**src/rtl/xadc_channel_scheduler.sv**
```systemverilog
// Round-robin XADC DRP reader: one read per eoc, results banked per channel.
// Optional XADC_SCHED_AVG_EN: 4-sample averaging per channel before the bank is updated.
module xadc_channel_scheduler #(
  parameter int unsigned N_CH    = 13,
  parameter int unsigned TIMEOUT = 255
) (
  input  logic        dclk,
  input  logic        rst_n,
  input  logic        run,
  input  logic        eoc,
  input  logic        drdy,
  input  logic [15:0] do_in,
  output logic        den,
  output logic [6:0]  daddr,
  output logic        result_valid,
  output logic [3:0]  result_ch,
  output logic [11:0] result_data,
  output logic        sweep_done,
  output logic        timeout_err,
  input  logic        err_clr,
  input  logic [3:0]  rd_ch,
  output logic [11:0] rd_data
);

  localparam int unsigned CW = $clog2(TIMEOUT + 1);

  typedef enum logic [1:0] {IDLE, WAIT_EOC, WAIT_RDY, STORE} state_t;

  state_t        state;
  logic [CW-1:0] cnt;
  logic [3:0]    ch;
  logic [11:0]   bank [N_CH];

  logic          last_ch;
  logic [6:0]    ch_addr;
  logic [11:0]   sample;
  logic          timeout_hit;
  logic          unused_bits;

  assign last_ch     = (ch == 4'(N_CH - 1));
  assign ch_addr     = (ch == 4'd0) ? 7'h03 : 7'h0F + 7'(ch);
  assign sample      = do_in[15:4];
  assign timeout_hit = !drdy && (cnt == CW'(TIMEOUT - 1));
  assign unused_bits = ^do_in[3:0];

`ifdef XADC_SCHED_AVG_EN
  logic [13:0] acc  [N_CH];
  logic [1:0]  scnt [N_CH];
  logic [13:0] acc_sum;

  assign acc_sum = acc[ch] + 14'(sample);
`endif

  // Sequencer, result/bank update and registered bank read port
  always_ff @(posedge dclk or negedge rst_n) begin
    if (!rst_n) begin
      state        <= IDLE;
      cnt          <= '0;
      ch           <= '0;
      den          <= 1'b0;
      daddr        <= '0;
      result_valid <= 1'b0;
      result_ch    <= '0;
      result_data  <= '0;
      sweep_done   <= 1'b0;
      timeout_err  <= 1'b0;
      rd_data      <= '0;
      for (int i = 0; i < N_CH; i++) begin
        bank[i] <= '0;
`ifdef XADC_SCHED_AVG_EN
        acc[i]  <= '0;
        scnt[i] <= '0;
`endif
      end
    end else begin
      den          <= 1'b0;
      result_valid <= 1'b0;
      sweep_done   <= 1'b0;
      if (err_clr) timeout_err <= 1'b0;
      rd_data <= (32'(rd_ch) < N_CH) ? bank[rd_ch] : 12'h000;

      case (state)
        IDLE: begin
          if (run) state <= WAIT_EOC;
        end
        WAIT_EOC: begin
          if (eoc) begin
            den   <= 1'b1;
            daddr <= ch_addr;
            cnt   <= '0;
            state <= WAIT_RDY;
          end else if (!run) begin
            state <= IDLE;
          end
        end
        WAIT_RDY: begin
          cnt <= cnt + CW'(1);
          if (drdy || timeout_hit) begin
            ch         <= last_ch ? 4'd0 : ch + 4'd1;
            sweep_done <= last_ch;
            state      <= STORE;
          end
          // A timeout leaves the bank alone; the set beats a same-cycle err_clr
          if (timeout_hit) begin
            timeout_err <= 1'b1;
          end else if (drdy) begin
`ifdef XADC_SCHED_AVG_EN
            if (scnt[ch] == 2'd3) begin
              bank[ch]     <= acc_sum[13:2];
              result_valid <= 1'b1;
              result_ch    <= ch;
              result_data  <= acc_sum[13:2];
              acc[ch]      <= '0;
              scnt[ch]     <= '0;
            end else begin
              acc[ch]  <= acc_sum;
              scnt[ch] <= scnt[ch] + 2'd1;
            end
`else
            bank[ch]     <= sample;
            result_valid <= 1'b1;
            result_ch    <= ch;
            result_data  <= sample;
`endif
          end
        end
        STORE: begin
          state <= run ? WAIT_EOC : IDLE;
        end
        default: state <= IDLE;
      endcase
    end
  end

endmodule
```
**config.mk**
```make
export PLATFORM = sky130hd
export DESIGN_NAME = xadc_channel_scheduler
export DESIGN_NICKNAME = d
export VERILOG_FILES = /design/src/rtl/xadc_channel_scheduler.sv
export SDC_FILE = /design/constraint.sdc
export NUM_CORES = 1
export LEC_CHECK = 0
export BUFFER_PORTS_ARGS = -buffer_cell sky130_fd_sc_hd__buf_2
export CAP_MARGIN = 20
export CORE_ASPECT_RATIO = 1.2
export CORE_MARGIN = 10
export CORE_UTILIZATION = 43
export CTS_BUF_LIST = sky130_fd_sc_hd__clkbuf_2
export CTS_CLUSTER_SIZE = 14
export DETAILED_ROUTE_END_ITERATION = 8
export GPL_TIMING_DRIVEN = 0
export HOLD_SLACK_MARGIN = 0.08
export SYNTH_ARGS = -nofsm -noshare
export SYNTH_HDL_FRONTEND = slang
export SYNTH_SLANG_ARGS = --single-unit
```
**constraint.sdc**
```tcl
create_clock -name dclk -period 2.4 [get_ports dclk]
set_clock_uncertainty 0.1 [all_clocks]
set_input_delay 0.24 -clock dclk [delete_from_list [all_inputs] [get_ports dclk]]
set_output_delay 0.24 -clock dclk [all_outputs]
set_load 0.005 [all_outputs]
```
; ---- Word-level counts from Yosys, hierarchy flattened
; Index checks and enable logic that the tools add are counted.
[word_totals]
reg_bits = 209
latchBits = 0
mem_bits_rw = 0
mem_bits_ro = 0
inputBits = 26
out_inout_bits = 39
elab_cells = 82
memories = 0
[op_classes]
add_sub_neg = 3
multipliers = 0
div = 0
order_cmp = 4
n_eq_ne = 9
shift = 0
muxes = 27
n_bitwise = 3
n_reduce_logical = 12
[op_table]
columns = op, n
row1 = 156-bit bitwise mux, 1
row2 = 12-bit binary-select mux with 4-bit select, 1
row3 = 12-bit demux with 4-bit select, 1
row4 = 12-bit 2-to-1 mux, 4
row5 = 8-bit case mux with 2 select lines, 1
row6 = 1-bit 2-to-1 mux, 11
row7 = "5-bit >= comparator, second input constant", 2
row8 = 4-bit inverter with 5-bit output, 2
row9 = "8-bit by 1-bit adder with 8-bit output, second input constant", 1
row10 = "8-bit equality test, second input constant", 1
row11 = 2-bit 2-to-1 mux, 4
row12 = 8-bit 2-to-1 mux, 1
row13 = 2-bit case mux with 4 select lines, 1
row14 = "2-bit != test, second input constant", 3
row15 = 2-bit AND reduction, 3
row16 = 3-bit AND reduction, 2
row17 = "4-bit by 4-bit adder with 5-bit output, first input constant", 1
row18 = "5-bit by 1-bit < comparator with 1-bit output, second input constant", 1
row19 = 5-bit 2-to-1 mux, 1
row20 = "4-bit by 1-bit adder with 4-bit output, second input constant", 1
row21 = "2-bit equality test, second input constant", 2
row22 = "4-bit equality test, second input constant", 1
row23 = 4-bit logical NOT, 1
row24 = "4-bit < comparator, second input constant", 1
row25 = 9 further kinds, 10

; ---- Logic depth before layout (Yosys ltp)
; Gate-level depths: netlist of run 1.
[logic_depth]
ltp_word = 6
ltp_mapped = 7
depth_no_buf = 6

; ---- Least setup slack after synthesis of run 1
; OpenSTA, ideal clock, no wires.
[synth_timing]
path_type = register to register
start = register ch[0]
end = register bank[100] (netlist bit)
setup_ns = 0.125
arrival_ns = 1.749
path_slack_ns = 0.426
path_stages_with_launch = 7
n_path_buf = 1
synth_period_minus_slack_ns = 1.974
cell_sequence = dfrtp_1 > inv_1 > ha_1 > nand2b_1 > nor3_1 > buf_4 > mux2_2
[synth_via]
elab_chain_len = 6
elab_cells_between_ends = 7
[synth_lines]
columns = item, line_no
row1 = "start, declared", 31  ; logic [3:0] ch;
row2 = "start signal, assigned", 99  ; ch <= last_ch ? 4'd0 : ch + 4'd1;
row3 = 4-bit inverter with 5-bit output (implied by the code) *, 120  ; bank[ch] <= sample;
row4 = 5-bit >= comparator (implied by the code) / 5-bit by 1-bit < comparator with 1-bit output (equally long branches), 120
row5 = 1-bit logical AND (implied by the code), 120
row6 = 12-bit 2-to-1 mux (implied by the code), 120
row7 = 12-bit demux with 4-bit select *, 120
row8 = 156-bit bitwise mux *, 120
row9 = "end signal, assigned by index", 120
row10 = "end, declared", 32  ; logic [11:0] bank [N_CH];
; Mark *: on every way between the ends. The rest lies on a longest branch, timed or not.
; A chain may end at the register's enable or synchronous reset.

; ---- Worst setup path after layout of run 1
[layout_timing]
start = register ch[0]
end = register bank[54] (netlist bit)
; Same word-level chain as after synthesis.

==> reports/qor.csv, run 1 <==
metric,value,unit
status,completed,
finalWeightedCongestion,0.788,
vias_per_cell,5.45,
firstDrtPassIters,4,
wl_met2,11800,µm
fp.dieW,153,µm
grt_max_degree,110,
setup_viol,0,
pin_count,65,
first_global_vias,6523,
p_per_area,908,mW/mm²
rows,58,
synth_edf_count,0,
ys.flop_type,dfrtp_1,
top_layer_used,met4,
grt_overflow,0,
nets,819,
crit_path_end_kind,flop,
synthTopCellsByArea,"dfrtp_1 57%, mux2_2 19%, mux4_2 8.1%, nand2_1 2.3%, o21ai_0 1.3%",
grt_pass1_wl,36800,µm
start_kind,flop,
max-cap-violations,0,
final_core_util,50.3,%
clkTransAtPathRegs,120,ps
fp.coreArea,0.0210,mm²
wl_met1,9570,µm
ys_seq_area_share,56.6,%
drcViolationCount,0,
htree_levels,2,
die-area,0.0275,mm²
fin_crit,2270,ps
dp_hpwl,14900,µm
synthCells,648,
irDropWorstVdd,0.510,mV
ant_nets,0,
combPwrFrac,25.0,%
hold_viol_final,0,
synth_cell_type_count,47,
ys_warn_count,0,
tns,0,ps
cp_max_fo,10,
whs,160,ps
worstPathRequired,2960,ps
hold_class,in -> reg,
critical_path_class,reg -> reg,
clk_path_buf_depth,3,
power,9.57,mW
syn2layout_area_growth,15.3,%
crit_arrival,2840,ps
numCtsBuffers,51,
placed_cell_area,0.00981,mm²
start_util,43.6,%
avgSynthCellArea,14.1,µm²
tightest_slew,1010,ps
fmaxAchievable,440,MHz
antenna_found_initial,2,
post_cts.repair.setup_buffers,0,
clkPwrFrac,23.9,%
port_buffers,56,
die_h,180,µm
syn_area,0.00915,mm²
tritoncts,done,
synthMostInstantiatedCell,dfrtp_1,
rsz0062_at_grt,no,
p_int,6.58,mW
post_drt_wl_per_cell,21.3,µm
maxSlewViolCount,0,
cts_root_buf,clkbuf_2,
final_area,0.0105,mm²
wl_met3,1240,µm
slew_headroom,32.5,%
grt_usage,16.7,%
drtIter0Drc,325,
synth_top_area_cell,dfrtp_1,
power_frac_seq,51.1,%
routed_wl,23300,µm
min_period_over_period,94.8,%
p_sw,2.99,mW
synth_common_cells,"207 x dfrtp_1, 158 x mux2_2, 57 x nand2_1",
synthArstFlopShare,100,%
clk_latency,810,ps
cts.sink_count,207,
p_leak,5.20,nW
vias,5943,
synth_top_area_share,56.6,%
ys_ff_latch,207,
drive_gt1_share,44.3,%
switching_share,31.2,%
## power by group through the flow
stage | Clock (mW) | Sequential [mW] | Combinational (mW)
after floorplan | 0 | 4.83 | 1.64
after global placement | 0 | 4.89 | 2.28
after detailed placement | 0 | 4.96 | 2.35
after CTS | 2.37 | 4.89 | 2.42
after global routing | 2.55 | 5.00 | 2.66
final | 2.28 | 4.89 | 2.39
## cell type report
type	instances	area, µm²
timing repair buffer	84	588
multi-input combinational	384	3680
fill	1883	10400
antenna	2	5.00
inverter	9	33.8
sequential	207	5180
clock inverter	14	78.8
buffer	49	283
tap	270	338
clock buffer	72	360
## path summary, 6_finish.rpt
check                                from        endpoint  slack [ps]  cells after the start
min in group asynchronous           rst_n  result_data[7]         490                      3
setup reg to reg                    ch[0]        bank[54]         130                      6
max in group asynchronous           rst_n       bank[138]         720                      4
setup / recovery                    ch[0]        bank[54]         130                      6
hold / removal                  do_in[14]        bank[22]         160                      3
hold reg to reg            result_data[0]  result_data[0]         390                      2
## through the flow
stage	setup slack [ps]	cells
CTS	46.8	1089
floorplan	426	649
detailed placement	-33.5	976
global placement	-2310	975
finish	125	1091
global route	15.8	1091
## per-layer routing
| metal | GRT usage (%) | vias to the layer above |
|---|---|---|
| li1 | - | 2651 |
| met1 | 19.7 | 3061 |
| met2 | 28.3 | 167 |
| met3 | 4.30 | 64 |
| met4 | 6.91 | 0 |
| met5 | 0 | - |
## flip-flops by register name (all words and copies together), names as in the netlist, named ones only
name          cells
result_data      12
timeout_err       1
rd_data          12
state             1
ch                4
bank            156
cnt               8
sweep_done        1
den               1
result_valid      1
daddr             5
result_ch         4
## worst max-delay path: stages, from the launching register on
cell     delay, ps
dfrtp_1        500
inv_1          200
ha_2           290
nand2_1         80
nor3_2         270
buf_4          320
mux2_2         370
## kinds of logic after synthesis
logic type	after synthesis	synth area share [%]
compound gates	72	4.79
fa+ha+maj	7	0.958
buf+inv	58	3.38
flops	207	56.6
mux	198	28.3
other cells	1	0.0410
simple gates	105	5.86
## timing repair
item                                    in CTS  in global routing
hold endpoints to repair                   389                  0
gates resized for setup                      3                  3
endpoints found under the setup margin      30                 29
hold buffers                                27                  0
## cell usage in the layout, fill, tap and decap left out, drive strengths merged, types with 6 or more instances in the layout
cell type,instances
a22oi,9
clkinv,12
mux2,158
mux2i,7
nand2,57
nor3,6
dfrtp,207
ha,7
inv,10
o22ai,10
buf,86
dlygate4sd3,27
nor2,8
a21oi,13
o21ai,23
clkbuf,92
mux4,33
No activity file was read; power rests on OpenSTA's default activity.
==> run 2: changes to the inputs <==
Clock period 2.4 ns to 2.8 ns, I/O delays scaled along.
==> reports/qor.csv, run 2 (synthesized netlist as in run 1, its figures left out) <==
metric,value,unit,change
clk_path_buf_depth,3,,unchanged
dp_cells,976,,unchanged
grt_overflow,0,,unchanged
start_kind,flop,,
grt_usage,16.7,%,-0.026 points
finalWeightedCongestion,0.788,,unchanged
ant_nets,0,,unchanged
clkTransAtPathRegs,120,ps,about the same
dp_hpwl,14900,µm,unchanged
status,completed,,
post_drt_wl_per_cell,21.3,µm,about the same
drtIter0Drc,340,,+4.6%
vias,5940,,-0.050%
worstPathRequired,3360,ps,+400 ps
maxSlewViolCount,0,,unchanged
crit_arrival,3090,ps,+250 ps
routed_wl,23200,µm,-0.18%
numCtsBuffers,51,,unchanged
fin_crit,2520,ps,+250 ps
vias_per_cell,5.45,,+0.13%
die_h,180,µm,unchanged
p_per_area,779,mW/mm²,-14%
final_cell_mix,"207 x dfrtp_1, 158 x mux2_2, 72 x clkbuf_2",,
reg2reg_depth,6,,unchanged
fp.coreArea,0.0210,mm²,unchanged
hold_depth,4,,+1
max-cap-violations,0,,unchanged
drive_gt1_share,43.9,%,-0.38 points
min_period_over_period,90.2,%,-4.6 points
largest-register,bank,,
nets,817,,-0.24%
final.setup.worst_slack,275,ps,+150 ps
rsz0062_at_grt,no,,
r2r-start,ch[0],,
hold_viol_final,0,,unchanged
cp_max_fo,10,,unchanged
r2r-end,bank[54],,
first_global_vias,6515,,-0.12%
pin_count,65,,unchanged
htree_levels,2,,unchanged
crit_path_end_kind,flop,,
clk_latency,810,ps,about the same
irDropWorstVdd,0.435,mV,-15%
min_to,rd_data[10],,
fp.dieW,153,µm,unchanged
hold_start,rd_ch[0],,
critical_path_class,reg -> reg,,
worst-r2r-setup-slack,280,ps,+150 ps
hold_buffers,25,,-7.4%
post_cts.repair.setup_buffers,0,,unchanged
reg_top3,"bank (156), rd_data (12), result_data (12)",,
fin_cells,1089,,-0.18%
cts_resized,0,,-3
largest_register_ffs,156,,unchanged
die-area,0.0275,mm²,unchanged
layout.cells.most_common,dfrtp_1,,
cts.sink_count,207,,unchanged
pre_cts_ws,367,ps,+400 ps
grt_pass1_wl,36700,µm,-0.19%
hold_class,in -> reg,,
syn2layout_area_growth,14.8,%,
setup_viol,0,,unchanged
rows,58,,unchanged
tightest_slew,1020,ps,+17.8 ps
tritoncts,done,,
start_util,43.6,%,unchanged
fmaxAchievable,396,MHz,-9.9%
grt_max_degree,110,,unchanged
drcViolationCount,0,,unchanged
port_buffers,56,,unchanged
cts_root_buf,clkbuf_2,,
slew_headroom,31.3,%,-1.2 points
firstDrtPassIters,4,,unchanged
antenna_found_initial,2,,unchanged
p_leak,5.19,nW,-0.20%
run 2: cell types whose count changed in the layout (fill, tap and decap cells not counted), sizes merged:
cell         before  now
dlygate4sd3      27   25
run 2: worst max-delay path: stages (launching register included):
cell     delay [ps]
dfrtp_1         500
inv_1           200
ha_1            330
nand2_1          80
nor3_1          440
buf_4           360
mux2_2          370
run 2: metrics by stage:
stage | TNS (ps) | total power, mW | util (%) | hold slack (ps) | instance area [µm²]
2_1_floorplan | 0 | 5.55 | - | -116 | 9150
3_3_place_gp | -401530 | 6.14 | 46.6 | 360 | 9770
3_5_place_dp | 0 | 6.27 | 46.8 | 271 | 9810
4_1_cts | 0 | 8.29 | 50.0 | 101 | 10500
5_1_grt | 0 | 8.73 | 50.1 | 102 | 10500
6_report | 0 | 8.18 | 50.1 | 127 | 10500
run 2: worst max-delay path by stage:
stage | from | cells after the start | to
after global placement | rst_n | 1 | rd_data[4]
after global routing | ch[0] | 6 | bank[98]
after detailed placement | ch[0] | 6 | bank[54]
after floorplan | ch[0] | 6 | bank[100]
after CTS | ch[0] | 6 | bank[54]
final | ch[0] | 6 | bank[54]
run 2: final cells by class:
class / count / area (µm²)
diodes: 2 / 5.00
plain buffers: 49 / 275
clock buffers: 72 / 360
clock inverters: 14 / 78.8
fillers: 1889 / 10500
inverters: 9 / 33.8
multi-input cells: 384 / 3660
flip-flops and latches: 207 / 5180
well taps: 270 / 338
repair buffers: 82 / 568
run 2: report_power, final:
| group | leakage (nW) | total (mW) | switching [mW] | internal [mW] |
|---|---|---|---|---|
| Sequential | 2.77 | 4.19 | 0.433 | 3.76 |
| Clock | 0.336 | 1.95 | 1.18 | 0.774 |
| Combinational | 2.08 | 2.03 | 0.935 | 1.10 |
| Total | 5.19 | 8.18 | 2.54 | 5.64 |
run 2: metal layers:
layer | vias up | wire length [µm] | track usage (%)
met2 | 166 | 11900 | 28.4
li1 | 2646 | - | -
met3 | 57 | 1150 | 4.20
met5 | - | 0 | 0
met4 | 0 | 673 | 6.76
met1 | 3071 | 9540 | 19.6
==> run 3: changes to the inputs <==
Settings changed: CORE_UTILIZATION 43 to 28, HOLD_SLACK_MARGIN 0.08 to unset, MAX_ROUTING_LAYER set to met4.
==> reports/qor.csv, run 3 (synthesized netlist as in run 1, its figures left out) <==
metric,value,unit,change
syn2layout_area_growth,16.8,%,
crit_arrival,3070,ps,-20 ps
die-area,0.0403,mm²,+46%
cp_max_fo,10,,unchanged
start_util,28.4,%,-15 points
routed_wl,23500,µm,+1.3%
multiInputGateArea,0.00366,mm²,unchanged
critical_path_class,reg -> reg,,
dp_hpwl,15000,µm,+0.79%
fp.dieW,185,µm,+21%
rows,72,,+24%
final_core_util,33.1,%,-17 points
numCtsBuffers,54,,+5.9%
r2r-end,bank[56],,
largest-register,bank,,
tightest_slew,1010,ps,-10.3 ps
slew_headroom,32.4,%,+1.1 points
status,completed,,
setup_viol,0,,unchanged
largest_register_ffs,156,,unchanged
setup.worst_path.end,bank[56],,
p_sw,2.63,mW,+3.4%
clkTransAtPathRegs,100,ps,-20 ps
final_area,0.0107,mm²,+1.8%
clk_path_buf_depth,3,,unchanged
r2r-start,ch[0],,
irDropWorstVdd,0.363,mV,-17%
max-cap-violations,0,,unchanged
fill_cells,3274,,+73%
vias_per_cell,4.73,,-13%
pin_count,65,,unchanged
first_global_vias,6344,,-2.6%
post_drt_wl_per_cell,19.1,µm,-11%
drtIter0Drc,346,,+1.8%
rsz0062_at_grt,no,,
fp.coreArea,0.0323,mm²,+54%
fmaxAchievable,393,MHz,-0.77%
p_leak,5.22,nW,+0.57%
reg2reg_depth,6,,unchanged
cts_root_buf,clkbuf_2,,
worstSetupStartpoint,ch[0],,
reg_top3,"bank (156), rd_data (12), result_data (12)",,
switching_share,31.7,%,+0.63 points
register_area,0.00518,mm²,unchanged
min_period_over_period,90.9,%,+0.70 points
p_per_area,775,mW/mm²,-0.44%
ant_nets,0,,unchanged
drcViolationCount,0,,unchanged
layout.cells.most_common,dfrtp_1,,
p_int,5.66,mW,+0.38%
fin_crit,2540,ps,+19.5 ps
grt_usage,12.1,%,-4.6 points
drive_gt1_share,44.9,%,+0.97 points
htree_levels,2,,unchanged
worstPathRequired,3330,ps,-30 ps
worst-r2r-setup-slack,260,ps,-20 ps
die_h,218,µm,+21%
clk_latency,810,ps,about the same
clkPwrFrac,24.7,%,+0.9 points
grt_pass1_wl,36700,µm,-0.23%
maxSlewViolCount,0,,unchanged
power_frac_seq,50.6,%,-0.7 points
vias,5833,,-1.8%
grt_max_degree,118,,+7.3%
port_buffers,56,,unchanged
finalWeightedCongestion,0.766,,-2.8%
antenna_found_initial,1,,-1
cts.sink_count,207,,unchanged
hold_class,in -> reg,,
grt_overflow,0,,unchanged
crit_path_end_kind,flop,,
placed_cell_area,0.00998,mm²,+1.7%
tritoncts,done,,
firstDrtPassIters,5,,+1
combPwrFrac,24.7,%,-0.2 points
final_cell_mix,"207 x dfrtp_1, 158 x mux2_2, 85 x clkbuf_2",,
hold_viol_final,0,,unchanged
start_kind,flop,,
nets,818,,+0.12%
==> run 3: cell types whose count changed in the layout (fill, tap and decap cells not counted), sizes merged <==
cell,delta
dlygate4sd3,-2
bufinv,-1
clkbuf,+13
diode,-1
inv,-1
==> run 3: how the worst min path moves through the flow <==
stage,startpoint,endpoint,slack (ps),cells after the start
global route,rd_ch[0],rd_data[10],120,4
detailed placement,rst_n,result_ch[1],260,1
CTS,rd_ch[0],rd_data[10],30,4
global placement,result_data[8],result_data[8],360,2
floorplan,rst_n,asynchronous set/reset pin,-120,0
finish,rd_ch[0],rd_data[10],90,4
==> run 3: repair_timing <==
item,in CTS,in global routing
setup buffers,0,0
gates resized for setup,0,0
hold buffers,23,0
hold endpoints to repair,308,0
==> run 3: layout make-up <==
cell class	instances	share of cell area [%]
Sequential cell	207	48.5
Multi-Input combinational cell	384	34.3
Timing Repair Buffer	80	5.13
Tap cell	407	4.77
Clock buffer	85	3.98
Buffer	49	2.58
Clock inverter	12	0.468
Inverter	9	0.316
Antenna cell	1	0.0234
==> run 3: metrics by stage <==
step,setup WS [ps],TNS [ps],hold WS (ps),std cells,power [mW]
floorplan,826,0,-116,649,5.55
global placement,-2260,-464450,362,1112,6.22
detailed placement,356,0,258,1113,6.29
CTS,255,0,34.7,1233,8.40
global route,109,0,117,1234,8.84
finish,256,0,89.0,1234,8.29
==> run 3: routing by layer <==
| metal | routed length, µm | track usage (%) | vias to the layer above |
|---|---|---|---|
| met5 | 0 | - | - |
| met4 | 443 | 3.66 | 0 |
| met3 | 1240 | 2.57 | 40 |
| met2 | 11100 | 18.7 | 137 |
| met1 | 10700 | 15.6 | 2999 |
| li1 | - | - | 2657 |
==> run 3: worst max-delay path: stages, from the launching register on <==
cell and delay (ps):
dfrtp_1 480, inv_1 170, ha_1 320, nand2_1 80
nor3_1 510, buf_4 360, mux2_2 360
==> run 3: power by group through the flow <==
stage / clock network [mW] / registers, mW / logic (mW)
final: 2.04 / 4.19 / 2.05
after global routing: 2.26 / 4.29 / 2.29
after CTS: 2.12 / 4.19 / 2.09
after detailed placement: 0 / 4.24 / 2.05
after global placement: 0 / 4.22 / 2.01
after floorplan: 0 / 4.14 / 1.41
